[config.mk]
export PLATFORM = sky130hd
export DESIGN_NAME = prog_loader
export DESIGN_NICKNAME = d
export VERILOG_FILES = /design/src/rtl/prog_loader.sv
export SDC_FILE = /design/constraint.sdc
export NUM_CORES = 1
export LEC_CHECK = 0
export BUFFER_PORTS_ARGS = -buffer_cell sky130_fd_sc_hd__buf_4
export CORE_MARGIN = 3
export CORE_UTILIZATION = 48
export CTS_CLUSTER_DIAMETER = 120
export DETAILED_ROUTE_END_ITERATION = 7
export HOLD_SLACK_MARGIN = 0.08
export PLACE_DENSITY_LB_ADDON = 0.12
export SLEW_MARGIN = 20
export SYNTH_ARGS = -nofsm -noshare
export SYNTH_HDL_FRONTEND = slang
export SYNTH_SLANG_ARGS = --single-unit
[constraint.sdc]
create_clock -name clk -period 5.59 [get_ports clk]
set_input_delay 0.559 -clock clk [delete_from_list [all_inputs] [get_ports clk]]
set_output_delay 0.559 -clock clk [all_outputs]
set_load 0.05 [all_outputs]
[src/rtl/prog_loader.sv]
// prog_loader: writer side of the picoMIPS program-memory interface.
// Receives a byte-stream program image (COUNT, N x 3-byte words MS-first, CSUM),
// packs each word into an Isize-bit instruction, writes it into a 2^Psize-word
// instruction RAM, and releases the processor only after a fully loaded image
// whose XOR checksum matches.
//
// Ports
//   clk          in   system clock, rising edge
//   reset        in   asynchronous active-low reset
//   load_start   in   single-cycle pulse: begin receiving a new image
//   rx_data      in   stream byte
//   rx_valid     in   rx_data valid
//   rx_ready     out  loader accepts a byte (decoded from state)
//   address      in   processor instruction fetch address
//   I            out  instruction at address (combinational RAM read)
//   cpu_hold     out  1 = processor held in reset / PC frozen
//   load_done    out  1 = last image loaded with a good checksum
//   load_err     out  1 = last image aborted (bad count or bad checksum)
//   words_loaded out  words written in the current or last load
module prog_loader #(
  parameter int unsigned Psize = 4,
  parameter int unsigned Isize = 17
) (
  input  logic             clk,
  input  logic             reset,
  input  logic             load_start,
  input  logic [7:0]       rx_data,
  input  logic             rx_valid,
  output logic             rx_ready,
  input  logic [Psize-1:0] address,
  output logic [Isize-1:0] I,
  output logic             cpu_hold,
  output logic             load_done,
  output logic             load_err,
  output logic [Psize:0]   words_loaded
);

  localparam int unsigned NB    = 3;
  localparam int unsigned DEPTH = 1 << Psize;
  localparam int unsigned CW    = Psize + 1;
  localparam int unsigned PW    = 8 * (NB - 1);

  typedef enum logic [2:0] {
    S_IDLE,
    S_COUNT,
    S_DATA,
    S_CSUM,
    S_DONE,
    S_ERR
  } state_t;

  state_t          state_q, state_d;
  logic [7:0]      xor_q, xor_d;
  logic [PW-1:0]   bytes_q, bytes_d;
  logic [1:0]      idx_q, idx_d;
  logic [CW-1:0]   n_q, n_d;
  logic [CW-1:0]   wl_q, wl_d;
  logic            hold_q, hold_d;
  logic            done_q, done_d;
  logic            err_q, err_d;

  logic            xfer_c;
  logic            we_c;
  logic [Isize-1:0] wdata_c;
  logic [CW-1:0]   wl_inc_c;

  logic [Isize-1:0] mem [DEPTH];

  // Handshake is open only while the image is being received.
  always_comb begin
    rx_ready = (state_q == S_COUNT) || (state_q == S_DATA) || (state_q == S_CSUM);
  end

  assign xfer_c   = rx_valid & rx_ready;
  assign wl_inc_c = wl_q + CW'(1);
  // Upper bits of the 24-bit word beyond Isize are dropped here (they still feed the XOR).
  assign wdata_c  = Isize'({bytes_q, rx_data});

  // Next-state and output logic.
  always_comb begin
    state_d = state_q;
    xor_d   = xor_q;
    bytes_d = bytes_q;
    idx_d   = idx_q;
    n_d     = n_q;
    wl_d    = wl_q;
    hold_d  = hold_q;
    done_d  = done_q;
    err_d   = err_q;
    we_c    = 1'b0;

    unique case (state_q)
      S_IDLE, S_DONE, S_ERR: begin
        if (load_start) begin
          state_d = S_COUNT;
          done_d  = 1'b0;
          err_d   = 1'b0;
          wl_d    = '0;
          xor_d   = '0;
          idx_d   = '0;
          hold_d  = 1'b1;
        end
      end

      S_COUNT: begin
        if (xfer_c) begin
          xor_d = rx_data;
          // Counts that cannot fit the RAM are rejected before anything is written.
          if ((rx_data == 8'd0) || (32'(rx_data) > DEPTH)) begin
            state_d = S_ERR;
            err_d   = 1'b1;
          end else begin
            state_d = S_DATA;
            n_d     = CW'(rx_data);
            idx_d   = '0;
          end
        end
      end

      S_DATA: begin
        if (xfer_c) begin
          xor_d = xor_q ^ rx_data;
          if (idx_q == 2'(NB - 1)) begin
            we_c  = 1'b1;
            wl_d  = wl_inc_c;
            idx_d = '0;
            if (wl_inc_c == n_q) begin
              state_d = S_CSUM;
            end
          end else begin
            bytes_d = {bytes_q[PW-9:0], rx_data};
            idx_d   = idx_q + 2'd1;
          end
        end
      end

      S_CSUM: begin
        if (xfer_c) begin
          if (rx_data == xor_q) begin
            state_d = S_DONE;
            done_d  = 1'b1;
            hold_d  = 1'b0;
          end else begin
            state_d = S_ERR;
            err_d   = 1'b1;
            hold_d  = 1'b1;
          end
        end
      end

      default: begin
        state_d = S_IDLE;
      end
    endcase
  end

  // State and output registers.
  always_ff @(posedge clk or negedge reset) begin
    if (!reset) begin
      state_q <= S_IDLE;
      xor_q   <= '0;
      bytes_q <= '0;
      idx_q   <= '0;
      n_q     <= '0;
      wl_q    <= '0;
      hold_q  <= 1'b1;
      done_q  <= 1'b0;
      err_q   <= 1'b0;
    end else begin
      state_q <= state_d;
      xor_q   <= xor_d;
      bytes_q <= bytes_d;
      idx_q   <= idx_d;
      n_q     <= n_d;
      wl_q    <= wl_d;
      hold_q  <= hold_d;
      done_q  <= done_d;
      err_q   <= err_d;
    end
  end

  // Instruction RAM: contents survive reset; a partial image is never released.
  always_ff @(posedge clk) begin
    if (we_c) begin
      mem[wl_q[Psize-1:0]] <= wdata_c;
    end
  end

  assign I            = mem[address];
  assign cpu_hold     = hold_q;
  assign load_done    = done_q;
  assign load_err     = err_q;
  assign words_loaded = wl_q;

endmodule
* Word level (Yosys, flattened, before mapping)
Memories as Yosys holds them, arrays and structs flattened.
Cells that the tools add are included.
** Storage, ports and cells
- Memory bits (writable) :: 272
- Register bits after elaboration :: 35
- Memories :: 1
- Logic and storage cells :: 95
- Input bits :: 16
- Output and inout bits :: 26
** Memories
- mem :: words 16, bits a word 17, read ports 1, clocked after Yosys merged registers in 0, write ports 1, line 67 : logic [Isize-1:0] mem [DEPTH];
** Cells by class
- Add/subtract/negate cells :: 2
- Order comparisons :: 1
- Bitwise gates (word level) :: 4
- Reduce and logical (&&, ||, !) cells :: 19
- Multiplexer cells :: 41
- Eq/ne operators :: 18
** Operators with widths (count)
- 2-to-1 mux 8 bit :: 3
- one-hot mux 8 bit (3 select lines) :: 1
- 2-to-1 mux 3 bit :: 7
- 2-to-1 mux 1 bit :: 16
- 2-to-1 mux 5 bit :: 3
- inequality test 2 bit (second input constant) :: 6
- one-hot mux 3 bit (4 select lines) :: 1
- AND reduction 4 bit :: 3
- AND reduction 6 bit :: 2
- 2-to-1 mux 2 bit :: 5
- one-hot mux 5 bit (2 select lines) :: 1
- AND reduction 3 bit :: 3
- == test 8 bit :: 1
- > comparator 8 x 5 -> 1 bit (second input constant) :: 1
- zero test 8 bit :: 1
- inequality test 2 x 1 -> 1 bit (second input constant) :: 4
- XOR 8 bit :: 1
- == test 3 x 2 -> 1 bit (second input constant) :: 2
- == test 3 bit (second input constant) :: 2
- one-hot mux 2 bit (3 select lines) :: 1
- nonzero test 3 bit :: 2
- adder 5 x 1 -> 5 bit (second input constant) :: 1
- == test 5 bit :: 1
- AND reduction 5 bit :: 1
- 11 further kinds :: 16

* Logic depth before layout (Yosys ltp)
Gate-level depths: netlist of run 1.
- Depth after elaboration :: 8
- Gate-level depth with buffers :: 8
- Mapped depth without buffers :: 6

* Worst setup path after synthesis of run 1
Ideal clock, no wire load.
- Path kind :: register to register
- From :: register state_q[2]
- To :: memory mem[3][0] (enable)
- Data required time :: 5177 ps
- Stages on the path, launching flop included :: 6
- Arrival time :: 2499 ps
- Slack :: 2678 ps
- Clock period less this slack :: 2912 ps
- Cells stage by stage :: dfrtp_1 > buf_2 > and4bb_1 > nor2b_1 > nand2_1 > nor3_1
** On the way
- Cells in the longest elaborated chain, start to end :: 8
** RTL lines
- start, declared :: line 52 : state_t state_q, state_d;
- start signal, assigned :: line 170 : state_q <= state_d;
- == test 3 x 1 -> 1 bit or == test 3 x 2 -> 1 bit (tied branches) :: line 71, 92
- logical OR 1 bit (2 in a row) :: line 71 : rx_ready = (state_q == S_COUNT) || (state_q == S_DATA) || (state_q == S_CSUM);
- AND 1 bit :: line 74 : assign xfer_c = rx_valid & rx_ready;
- 2-to-1 mux 1 bit :: line 121 : if (xfer_c) begin
- 2-to-1 mux 1 bit * :: line 92 : unique case (state_q)
- 2-to-1 mux 1 bit * :: line 184 : if (we_c) begin
- 2-to-1 mux 1 bit (implied by the code) * :: line 185 : mem[wl_q[Psize-1:0]] <= wdata_c;
- end, declared :: line 67
Every way passes the cells marked *; elsewhere a longest branch is shown, timed or not.

* Worst setup path after layout of run 1
- From :: input address[0]
- To :: output I[14]
** On the way
- Cells in the longest elaborated chain, start to end :: 1
** RTL lines
- start, declared :: line 30 : input logic [Psize-1:0] address,
- memory read (16 x 17 bit)
- end, declared :: line 31 : output logic [Isize-1:0] I,
No other way between the ends.

==> flow_summary_export.csv, run 1 <==
group,metric,value,unit
layout,syn_to_final_growth,14.5,%
logic_synthesis,netlist.top_cell.by_area,"sky130_fd_sc_hd__edfxtp_1",
logic_synthesis,ys_top_cells_by_count,"sky130_fd_sc_hd__edfxtp_1 (272), sky130_fd_sc_hd__mux4_2 (85), sky130_fd_sc_hd__dfrtp_1 (34), sky130_fd_sc_hd__nand2b_1 (20), sky130_fd_sc_hd__nor2_1 (20)",
logic_synthesis,post_synth_main_area_contributors,"sky130_fd_sc_hd__edfxtp_1 (66%), sky130_fd_sc_hd__mux4_2 (16%), sky130_fd_sc_hd__dfrtp_1 (6.9%)",
critical_path,critPathMaxFanout,42,
pwr,peakVddDrop,0.000285,V
layout,postLayoutCellArea,14100,um^2
grt,busiest_layer,"met2",
cts,cts.root.buffer_cell,"sky130_fd_sc_hd__clkbuf_16",
layout,num_antenna_cells,0,
layout,num-nets-final,682,
placed_design,postPlaceCellArea,13000,um^2
detailed_routing,detail_route.wirelength,25700,um
pwr,power_leakage,4.75,nW
sta,slew_headroom,0.328,
critical_path,crit_required,5.03,ns
cts,tritoncts_clock_tree,"built",
die,vertical_extent_of_the_die,166,um
cts,number_of_clock_sinks_seen_by_cts,307,
grt,grt_max_degree,69,
logic_synthesis,yosys_warnings,0,
logic_synthesis,synth.cell_area,12300,um^2
sta,worstMarginPinSlew,1.01,ns
placed_design,detailedPlacementHpwl,14700,um
grt,antenna_found_initial,0,
worst_hold_path,path_type_of_the_worst_min_delay_path,"input pin to flip-flop",
die,fp-row-count,57,
sta,maxSlewViolCount,0,
cts,clk-insertion-delay-late,0.55,ns
cts,cts_htree_levels,1,
sta,rsz0062_at_grt,"no",
logic_synthesis,postSynthRegisterBits,307,
die,floorplan.die_area,27600,um^2
logic_synthesis,postSynth.asyncResetShare,0.114,
critical_path,start_kind,"input pin",
detailed_routing,drt.antenna.violating_nets,0,
die,floorplan.io_pins,42,
logic_synthesis,seq_total_area_yosys,0.735,
critical_path,crit_path_cell_trace,"buf_4 -> buf_4 -> mux4_2 -> mux4_2 -> buf_4",
grt,wire_length_of_the_first_global_routing_pass,39000,um
critical_path,crit_top_cell,"sky130_fd_sc_hd__buf_4",
sta,layout_min_cycle_time,3.52,ns
cts,cts.path.max_buffers,3,
cts,numCtsBuffers,30,
detailed_routing,drc_violations_left,0,
detailed_routing,routed_via_density,5.87,
die,floorplan.die.width,166,um
die,core_area,24700,um^2
detailed_routing,drtIter0Drc,529,
logic_synthesis,synthCells,599,
logic_synthesis,synth_edf_count,272,
logic_synthesis,synth_most_common_cell,"sky130_fd_sc_hd__edfxtp_1",
run,max-cap-violations,0,
sta,totalNegativeSetupSlack,0,ns
critical_path,worst-setup-path-type,"input pin to output port",
logic_synthesis,post-synth-top-area-fraction,0.664,
detailed_routing,routed_wire_length_per_instance,25.4,um
die,initial_utilization,0.497,
sta,final_number_of_setup_violating_endpoints,0,
run_status,run_status,"finished, final reports clean",
placed_design,io_buffers,41,
sta,final_hold_vio_count,0,
critical_path,critPathMaxStageDelay,0.64,ns
grt,gr-total-overflow,0,
cts,clk_pin_slew,0.06,ns
critical_path,cp_slowest_cell,"sky130_fd_sc_hd__buf_4",
critical_path,cp_data_arrival_time,2.96,ns
grt,met2_usage,0.323,
pwr,fin_total_pwr,5.43,mW
detailed_routing,dr_total_vias,5929,
logic_synthesis,synth_cell_types,44,
grt,grt_pass1_vias,6240,
sta,finalClockSkew,0.0165,ns
logic_synthesis,synth_area_per_inst,20.5,um^2
grt,grt_util_met3,0.0233,
logic_synthesis,synthFlopType,"sky130_fd_sc_hd__edfxtp_1",
sta,final.period_utilization,0.630,
sta,fmax,284,MHz
layout,final_layout_size_suffix_gt1_frac,0.319,
sta,final.hold.worst_slack,0.324,ns
placed_design,setup_ws_pre_cts,1.99,ns
grt,met1_usage,0.260,
grt,global_route.usage.total,0.187,
detailed_routing,drt_first_pass_iters,4,
logic_synthesis,syn_nets,619,
placed_design,routabilityCongestion,0.812,
sta,fin_ws,2.07,ns
critical_path,critical_path.endpoint_type,"output port",
pwr,power_density,386,nW/um^2
stage by stage:
stage / util / instances
2_1_floorplan: - / 599
3_3_place_gp: 0.527 / 953
3_5_place_dp: 0.527 / 953
4_1_cts: 0.569 / 1010
5_1_grt: 0.569 / 1010
6_report: 0.569 / 1010
registers in the layout, summed over array words and instances, names as in the netlist, 2 cells and up:
name and cells:
bytes_q 9, mem 272, idx_q 2, xor_q 8, n_q 5, state_q 3
words_loaded 5
where the power goes:
group,internal (mW),switching [mW],total (mW)
combinational,0.224,0.283,0.507
clock,1.26,0.818,2.08
sequential,2.67,0.176,2.85
total,4.16,1.28,5.43
layer usage:
metal / share of wire / wire (um) / up-vias
met1: 0.41 / 10500 / 3155
met5: 0 / 0 / -
met4: 0.019 / 494 / 0
met3: 0.054 / 1390 / 33
met2: 0.52 / 13300 / 153
li1: - / - / 2588
layout make-up:
cell class / instances / area (um^2)
clock buffer: 42 / 867
clock inverter: 14 / 168
fill: 1839 / 10700
inverter: 7 / 26.3
multi-input combinational: 256 / 3120
sequential: 307 / 9040
tap: 324 / 405
timing repair buffer: 60 / 453
cells in the final DEF (no fill, tap or decap), types with 5 or more instances in the layout:
cell type and instances:
sky130_fd_sc_hd__edfxtp_1 272, sky130_fd_sc_hd__mux4_2 85, sky130_fd_sc_hd__buf_4 59, sky130_fd_sc_hd__dfrtp_1 34
sky130_fd_sc_hd__clkbuf_16 31, sky130_fd_sc_hd__nand2b_1 20, sky130_fd_sc_hd__o21ai_0 17, sky130_fd_sc_hd__nand2_1 14
sky130_fd_sc_hd__nor2_2 12, sky130_fd_sc_hd__xor2_1 11, sky130_fd_sc_hd__mux2_2 9, sky130_fd_sc_hd__a21oi_1 9
sky130_fd_sc_hd__nor3b_1 9, sky130_fd_sc_hd__nor2_1 8, sky130_fd_sc_hd__a221o_1 8, sky130_fd_sc_hd__inv_1 7
sky130_fd_sc_hd__nand3_1 7, sky130_fd_sc_hd__nor3_2 6, sky130_fd_sc_hd__clkbuf_1 6, sky130_fd_sc_hd__mux2_1 5
sky130_fd_sc_hd__clkinv_2 5, sky130_fd_sc_hd__clkbuf_8 5
repair_timing:
item,in CTS,in global routing
hold buffers,1,0
resized for setup,0,0
setup buffers,0,0
endpoints found under the hold margin,34,0
worst max-delay path, delay by kind of cell:
kind / cells / cell delay, ns
mux: 2 / 1.04
buf+inv: 3 / 1.30
path summary, 6_finish.rpt:
| kind | startpoint | end | slack, ns | depth (start not counted) |
|---|---|---|---|---|
| min in group asynchronous | reset | xor_q[4]$_DFFE_PN0P_ | 0.52 | 2 |
| hold / removal | load_start | cpu_hold$_DFFE_PN1P_ | 0.32 | 3 |
| setup / recovery | address[0] | I[14] | 2.07 | 5 |
| setup reg to reg | state_q[2]$_DFFE_PN0P_ | mem[15][1]$_DFFE_PP_ | 2.53 | 5 |
| max in group asynchronous | reset | bytes_q[6]$_DFFE_PN0P_ | 4.71 | 2 |
| hold reg to reg | n_q[3]$_DFFE_PN0P_ | n_q[3]$_DFFE_PN0P_ | 0.53 | 1 |
cell families (layout without fill, tap and decap cells):
group	after synthesis	count (layout)	share of synthesized area
DFF	307	307	0.735
muxes	100	100	0.169
and+or+nand+nor	94	94	0.0422
AOI/OAI and AO/OA	43	43	0.0227
buffers and inverters	36	123	0.0159
xor gates and xnor gates	15	15	0.0107
adders and majority gates	4	4	0.00407
Power figures use the tool's default switching activity.
==> run 2: changes to the inputs <==
Settings changed: ABC_AREA from default to 1.
Clock period 5.59 ns to 2.9 ns, I/O delays scaled along.
==> flow_summary_export.csv, run 2 <==
group,metric,value,unit
die,floorplan.die_area,28100,um^2
logic_synthesis,post_synth_main_area_contributors,"sky130_fd_sc_hd__edfxtp_1 (65%), sky130_fd_sc_hd__dfrtp_1 (6.8%), sky130_fd_sc_hd__o21ai_0 (5.8%)",
logic_synthesis,synth_edf_count,272,
grt,grt_max_degree,102,
worst_hold_path,timing.hold.worst.start,"rx_data[1]",
pwr,power_density,742,nW/um^2
detailed_routing,routed_via_density,5.73,
logic_synthesis,post-synth-top-area-fraction,0.651,
layout,postLayoutCellArea,14300,um^2
sta,totalNegativeSetupSlack,0,ns
die,vertical_extent_of_the_die,168,um
detailed_routing,detail_route.wirelength,29100,um
layout,largest_register_ff_count,272,
grt,gr-total-overflow,0,
layout,stdcell_count,1386,
layout,syn_to_final_growth,13.9,%
grt,met2_usage,0.341,
logic_synthesis,postSynth.asyncResetShare,0.114,
cts,clk_pin_slew,0.06,ns
pwr,power.switching_fraction,0.269,
worst_hold_path,path_type_of_the_worst_min_delay_path,"input pin to flip-flop",
critical_path,start_kind,"flip-flop",
logic_synthesis,yosys_warnings,0,
placed_design,setup_ws_pre_cts,0.108,ns
sta,final.period_utilization,0.915,
logic_synthesis,synthCells,991,
logic_synthesis,synthFlopType,"sky130_fd_sc_hd__edfxtp_1",
run,max-cap-violations,0,
die,core_area,25400,um^2
grt,busiest_layer,"met2",
sta,final_number_of_setup_violating_endpoints,0,
detailed_routing,drt.antenna.violating_nets,0,
sta,final_hold_vio_count,0,
placed_design,detailedPlacementHpwl,17200,um
cts,number_of_clock_sinks_seen_by_cts,307,
die,floorplan.die.width,168,um
logic_synthesis,synth.cell_area,12500,um^2
pwr,combinationalPowerShare,0.128,
pwr,fin_total_pwr,10.6,mW
cts,numCtsBuffers,31,
detailed_routing,drt_first_pass_iters,5,
sta,finalClockSkew,0.00661,ns
sta,fin_ws,0.247,ns
sta,worstMarginPinSlew,0.977,ns
layout,num_antenna_cells,0,
logic_synthesis,postSynthRegisterBits,307,
placed_design,routabilityCongestion,0.868,
sta,rsz0062_at_grt,"no",
cts,tritoncts_clock_tree,"built",
placed_design,io_buffers,41,
die,fp-row-count,58,
cts,cts.path.max_buffers,3,
pwr,power_leakage,4.90,nW
layout,final_layout_size_suffix_gt1_frac,0.146,
placed_design,postPlaceCellArea,13300,um^2
cts,clk-insertion-delay-late,0.55,ns
pwr,peakVddDrop,0.000570,V
layout,fin_util,0.563,
logic_synthesis,syn_nets,1011,
critical_path,worst_r2r_startpoint,"state_q[2]$_DFFE_PN0P_",
critical_path,cp_slowest_cell,"sky130_fd_sc_hd__nor3_2",
detailed_routing,dr_total_vias,7945,
critical_path,worst-setup-path-type,"flip-flop to flip-flop",
layout,layout_commonest_cell,"sky130_fd_sc_hd__edfxtp_1",
critical_path,critPathMaxFanout,10,
logic_synthesis,synth_most_common_cell,"sky130_fd_sc_hd__edfxtp_1",
grt,antenna_found_initial,1,
logic_synthesis,seq_total_area_yosys,0.721,
layout,final_cell_mix,"sky130_fd_sc_hd__edfxtp_1 (272), sky130_fd_sc_hd__nor2_1 (162), sky130_fd_sc_hd__o21ai_0 (145)",
logic_synthesis,synth_cell_types,35,
critical_path,ff2ff_setup_slack,0.25,ns
critical_path,cp_data_arrival_time,2.89,ns
sta,maxSlewViolCount,0,
run_status,run_status,"finished, final reports clean",
die,floorplan.io_pins,42,
pwr,clock_power_share,0.352,
critical_path,critical_path.endpoint_type,"flip-flop",
layout,filler_cell_count,2130,
grt,wire_length_of_the_first_global_routing_pass,45900,um
grt,grt_util_met3,0.0279,
critical_path,crit_top_cell,"sky130_fd_sc_hd__inv_1",
pwr,power_report.internal_total,7.75,mW
die,initial_utilization,0.494,
detailed_routing,routed_wire_length_per_instance,21.0,um
placed_design,placed_cells_incl_taps,1325,
sta,layout_min_cycle_time,2.65,ns
detailed_routing,drc_violations_left,0,
logic_synthesis,netlist.top_cell.by_area,"sky130_fd_sc_hd__edfxtp_1",
pwr,seq_power_share,0.520,
critical_path,crit_required,3.14,ns
cts,cts_htree_levels,1,
critical_path,critPathMaxStageDelay,0.69,ns
logic_synthesis,synth_area_per_inst,12.7,um^2
sta,final.hold.worst_slack,0.0991,ns
sta,fmax,377,MHz
critical_path,crit_path_cell_trace,"inv_1 -> nand2_2 -> inv_1 -> nor2_1 -> a21oi_2 -> nor2_4 -> nand2_4 -> nor3_2 -> buf_4",
critical_path,critPathLaunch,"state_q[2]$_DFFE_PN0P_",
detailed_routing,drtIter0Drc,756,
grt,global_route.usage.total,0.207,
grt,met1_usage,0.298,
logic_synthesis,ys_top_cells_by_count,"sky130_fd_sc_hd__edfxtp_1 (272), sky130_fd_sc_hd__nor2_1 (175), sky130_fd_sc_hd__o21ai_0 (145), sky130_fd_sc_hd__nand2_1 (83), sky130_fd_sc_hd__o221ai_1 (49)",
sta,slew_headroom,0.348,
layout,num-nets-final,1051,
grt,grt_pass1_vias,7933,
pwr,power.net_switching,2.86,mW
cts,cts.root.buffer_cell,"sky130_fd_sc_hd__clkbuf_16",
-- run 2: critical path: cells and delay by family, from the launching register on --
| kind | cells | cell delay (ns) |
|---|---|---|
| simple gates | 5 | 1.35 |
| flops | 1 | 0.41 |
| buf+inv | 3 | 0.50 |
| compound gates | 1 | 0.07 |
-- run 2: layout make-up --
type,count,area (um^2),share of cell area
Timing Repair Buffer,65,558,0.0391
Sequential cell,307,9040,0.633
Multi-Input combinational cell,592,3190,0.223
Tap cell,330,413,0.0289
Clock buffer,40,840,0.0588
Inverter,34,134,0.00937
Clock inverter,18,111,0.00779
-- run 2: logic make-up (layout without fill, tap and decap cells) --
kind of cell	after synthesis	after routing	share of synthesized area
XOR/XNOR	7	7	0.00489
multiplexers	4	4	0.00479
buffers and inverters	92	157	0.0303
flip-flops	307	307	0.721
adder cells (fa/ha/maj)	4	4	0.00399
AO/OA/AOI/OAI	266	266	0.130
AND/OR/NAND/NOR	311	311	0.105
-- run 2: repair_timing --
item / CTS / global route
endpoints found under the setup margin: 0 / 63
endpoints found under the hold margin: 52 / 0
hold buffers: 3 / 0
setup buffers: 0 / 0
resized for setup: 0 / 5
-- run 2: path summary, 6_finish.rpt --
kind,to,depth (start not counted)
worst min register to register,cpu_hold$_DFFE_PN1P_,2
worst max register to register,mem[3][11]$_DFFE_PP_,9
worst max-delay path,mem[3][11]$_DFFE_PP_,9
min in group asynchronous,xor_q[2]$_DFFE_PN0P_,2
max in group asynchronous,cpu_hold$_DFFE_PN1P_,2
worst min-delay path,mem[9][1]$_DFFE_PP_,1
-- run 2: metal layers --
| metal | share of wire | wire, um | up-vias |
|---|---|---|---|
| met2 | 0.48 | 14000 | 229 |
| li1 | - | - | 3747 |
| met3 | 0.053 | 1540 | 39 |
| met1 | 0.45 | 13100 | 3930 |
| met5 | 0 | 0 | - |
| met4 | 0.017 | 493 | 0 |
-- run 2: power by group through the flow --
stage / combinational [mW] / sequential, mW / clock [mW]
2_1_floorplan: 0.941 / 5.52 / 0
3_3_place_gp: 1.35 / 5.61 / 0
3_5_place_dp: 1.35 / 5.62 / 0
4_1_cts: 1.37 / 5.52 / 3.80
5_1_grt: 1.50 / 5.56 / 3.98
6_report: 1.36 / 5.51 / 3.74
==> run 3: changes to the inputs <==
Settings changed: ABC_AREA 1 to default, REMOVE_ABC_BUFFERS from default to 1.
==> flow_summary_export.csv, run 3 (synthesis gave the netlist of run 1 again) <==
group,metric,value,unit
placed_design,detailedPlacementHpwl,15000,um
placed_design,placed_cells_incl_taps,964,
sta,layout_min_cycle_time,2.42,ns
critical_path,worstPathBufferInverterCount,1,
critical_path,cp_slowest_cell,"sky130_fd_sc_hd__mux4_2",
detailed_routing,routed_wire_length_per_instance,25.3,um
sta,fmax,413,MHz
grt,gr-total-overflow,0,
worst_hold_path,timing.hold.worst.start,"rx_valid",
layout,final_layout_size_suffix_gt1_frac,0.326,
layout,filler_cell_count,1825,
critical_path,start_kind,"flip-flop",
layout,stdcell_count,1023,
detailed_routing,drt.antenna.violating_nets,0,
critical_path,crit_required,2.61,ns
layout,largest_register_ff_count,272,
die,vertical_extent_of_the_die,166,um
critical_path,critPathMaxFanout,1,
cts,setup_fix_buffers_added_after_clock_tree_synthesis,0,
cts,numCtsBuffers,31,
sta,final.period_utilization,0.834,
layout,num-nets-final,695,
sta,finalClockSkew,0.0125,ns
critical_path,r2r_cells,5,
critical_path,cp_data_arrival_time,2.13,ns
cts,clk_pin_slew,0.06,ns
worst_hold_path,min_delay_worst_endpoint,"state_q[0]$_DFFE_PN0P_",
detailed_routing,dr_total_vias,6049,
layout,syn_to_final_growth,16.2,%
grt,antenna_found_initial,0,
grt,global_route.usage.total,0.191,
layout,num_antenna_cells,0,
grt,wire_length_of_the_first_global_routing_pass,40100,um
die,floorplan.die.width,166,um
die,fp-row-count,57,
critical_path,critPathMaxStageDelay,0.52,ns
grt,grt_pass1_vias,6473,
detailed_routing,drt_first_pass_iters,7,
cts,number_of_clock_sinks_seen_by_cts,307,
sta,maxSlewViolCount,0,
die,floorplan.die_area,27600,um^2
grt,met2_usage,0.329,
detailed_routing,drtIter0Drc,480,
critical_path,regToRegEndpoint,"mem[15][12]$_DFFE_PP_",
die,core_area,24700,um^2
critical_path,worst_r2r_startpoint,"state_q[0]$_DFFE_PN0P_",
critical_path,worst-setup-path-type,"flip-flop to output port",
die,initial_utilization,0.497,
critical_path,ff2ff_setup_slack,0.58,ns
detailed_routing,routed_via_density,5.91,
grt,busiest_layer,"met2",
grt,grt_max_degree,36,
layout,fin_util,0.578,
critical_path,crit_path_cell_trace,"mux4_2 -> mux4_2 -> buf_4",
worst_hold_path,path_type_of_the_worst_min_delay_path,"input pin to flip-flop",
critical_path,crit_top_cell,"sky130_fd_sc_hd__mux4_2",
detailed_routing,drc_violations_left,0,
cts,cts.root.buffer_cell,"sky130_fd_sc_hd__clkbuf_16",
layout,layout_commonest_cell,"sky130_fd_sc_hd__edfxtp_1",
cts,tritoncts_clock_tree,"built",
run_status,run_status,"finished, final reports clean",
sta,final_number_of_setup_violating_endpoints,0,
layout,final_cell_mix,"sky130_fd_sc_hd__edfxtp_1 (272), sky130_fd_sc_hd__mux4_2 (85), sky130_fd_sc_hd__buf_4 (57)",
pwr,fin_total_pwr,10.3,mW
run,max-cap-violations,0,
pwr,peakVddDrop,0.000423,V
sta,final_hold_vio_count,0,
detailed_routing,detail_route.wirelength,25900,um
pwr,power_leakage,4.84,nW
cts,cts_htree_levels,1,
grt,grt_util_met3,0.0362,
cts,cts.path.max_buffers,3,
sta,worstMarginPinSlew,0.544,ns
critical_path,critical_path.endpoint_type,"output port",
grt,met1_usage,0.258,
pwr,power_density,723,nW/um^2
placed_design,io_buffers,41,
sta,final.hold.worst_slack,0.128,ns
critical_path,critical-path-top-delay-family,"multiplexers",
placed_design,routabilityCongestion,0.865,
die,floorplan.io_pins,42,
worst_hold_path,min_delay_path_depth,4,
sta,slew_headroom,0.638,
cts,clk-insertion-delay-late,0.55,ns
sta,rsz0062_at_grt,"no",
-- run 3: cell types whose count changed in the layout (fill, tap and decap cells not counted), sizes merged, moves of 11 or more --
| cell | previous run | this run |
|---|---|---|
| nor2 | 179 | 20 |
| o211ai | 19 | 0 |
| nand2b | 0 | 20 |
| xor2 | 0 | 11 |
| nand3 | 30 | 7 |
| o221ai | 49 | 1 |
| inv | 33 | 8 |
| mux4 | 0 | 85 |
| o22ai | 25 | 0 |
| nand2 | 90 | 14 |
| o21ai | 157 | 19 |
-- run 3: stage by stage --
step / TNS [ns] / instance area [um^2] / setup WS (ns)
6_report: 0 / 14300 / 0.481
4_1_cts: 0 / 14300 / 0.445
3_5_place_dp: 0 / 13300 / 0.484
2_1_floorplan: -4.78 / 12100 / -0.0845
5_1_grt: 0 / 14300 / 0.408
3_3_place_gp: 0 / 13300 / 0.490
-- run 3: area by class of cell --
cell class	count	area (um^2)	area share
repair buffers	72	708	0.0495
flip-flops and latches	307	9040	0.633
clock inverters	18	170	0.0119
multi-input cells	256	3110	0.218
well taps	324	405	0.0284
inverters	7	26.3	0.00184
clock buffers	39	826	0.0578
-- run 3: report_power, final --
| group | total [mW] | switching, mW | internal [mW] | leakage (nW) |
|---|---|---|---|---|
| combinational | 1.04 | 0.581 | 0.455 | 1.38 |
| sequential | 5.45 | 0.301 | 5.15 | 2.97 |
| clock | 3.85 | 1.57 | 2.28 | 0.489 |
-- run 3: routing by layer --
layer / part of all wire / routed length [um]
met1: 0.40 / 10300
met3: 0.069 / 1780
met4: 0.020 / 512
met5: 0 / 0
met2: 0.51 / 13300
-- run 3: worst register-to-register path, delay by kind of cell, from the launching register on --
kind / cells / cell delay (ns)
buffers and inverters: 1 / 0.37
flip-flops: 1 / 0.47
AND/OR/NAND/NOR: 4 / 1.14
-- run 3: worst max path at each step --
stage	startpoint	end	depth (start not counted)
2_1_floorplan	state_q[2]$_DFFE_PN0P_	mem[3][0]$_DFFE_PP_	4
3_3_place_gp	address[0]	I[11]	5
3_5_place_dp	address[0]	I[11]	5
4_1_cts	mem[15][1]$_DFFE_PP_	I[1]	3
5_1_grt	state_q[0]$_DFFE_PN0P_	mem[15][12]$_DFFE_PP_	5
6_report	mem[15][1]$_DFFE_PP_	I[1]	3
-- run 3: what timing repair did --
| item | 4_1_cts | 5_1_grt |
|---|---|---|
| endpoints found under the hold margin | 36 | 0 |
| resized for setup | 0 | 0 |
| hold buffers | 2 | 0 |
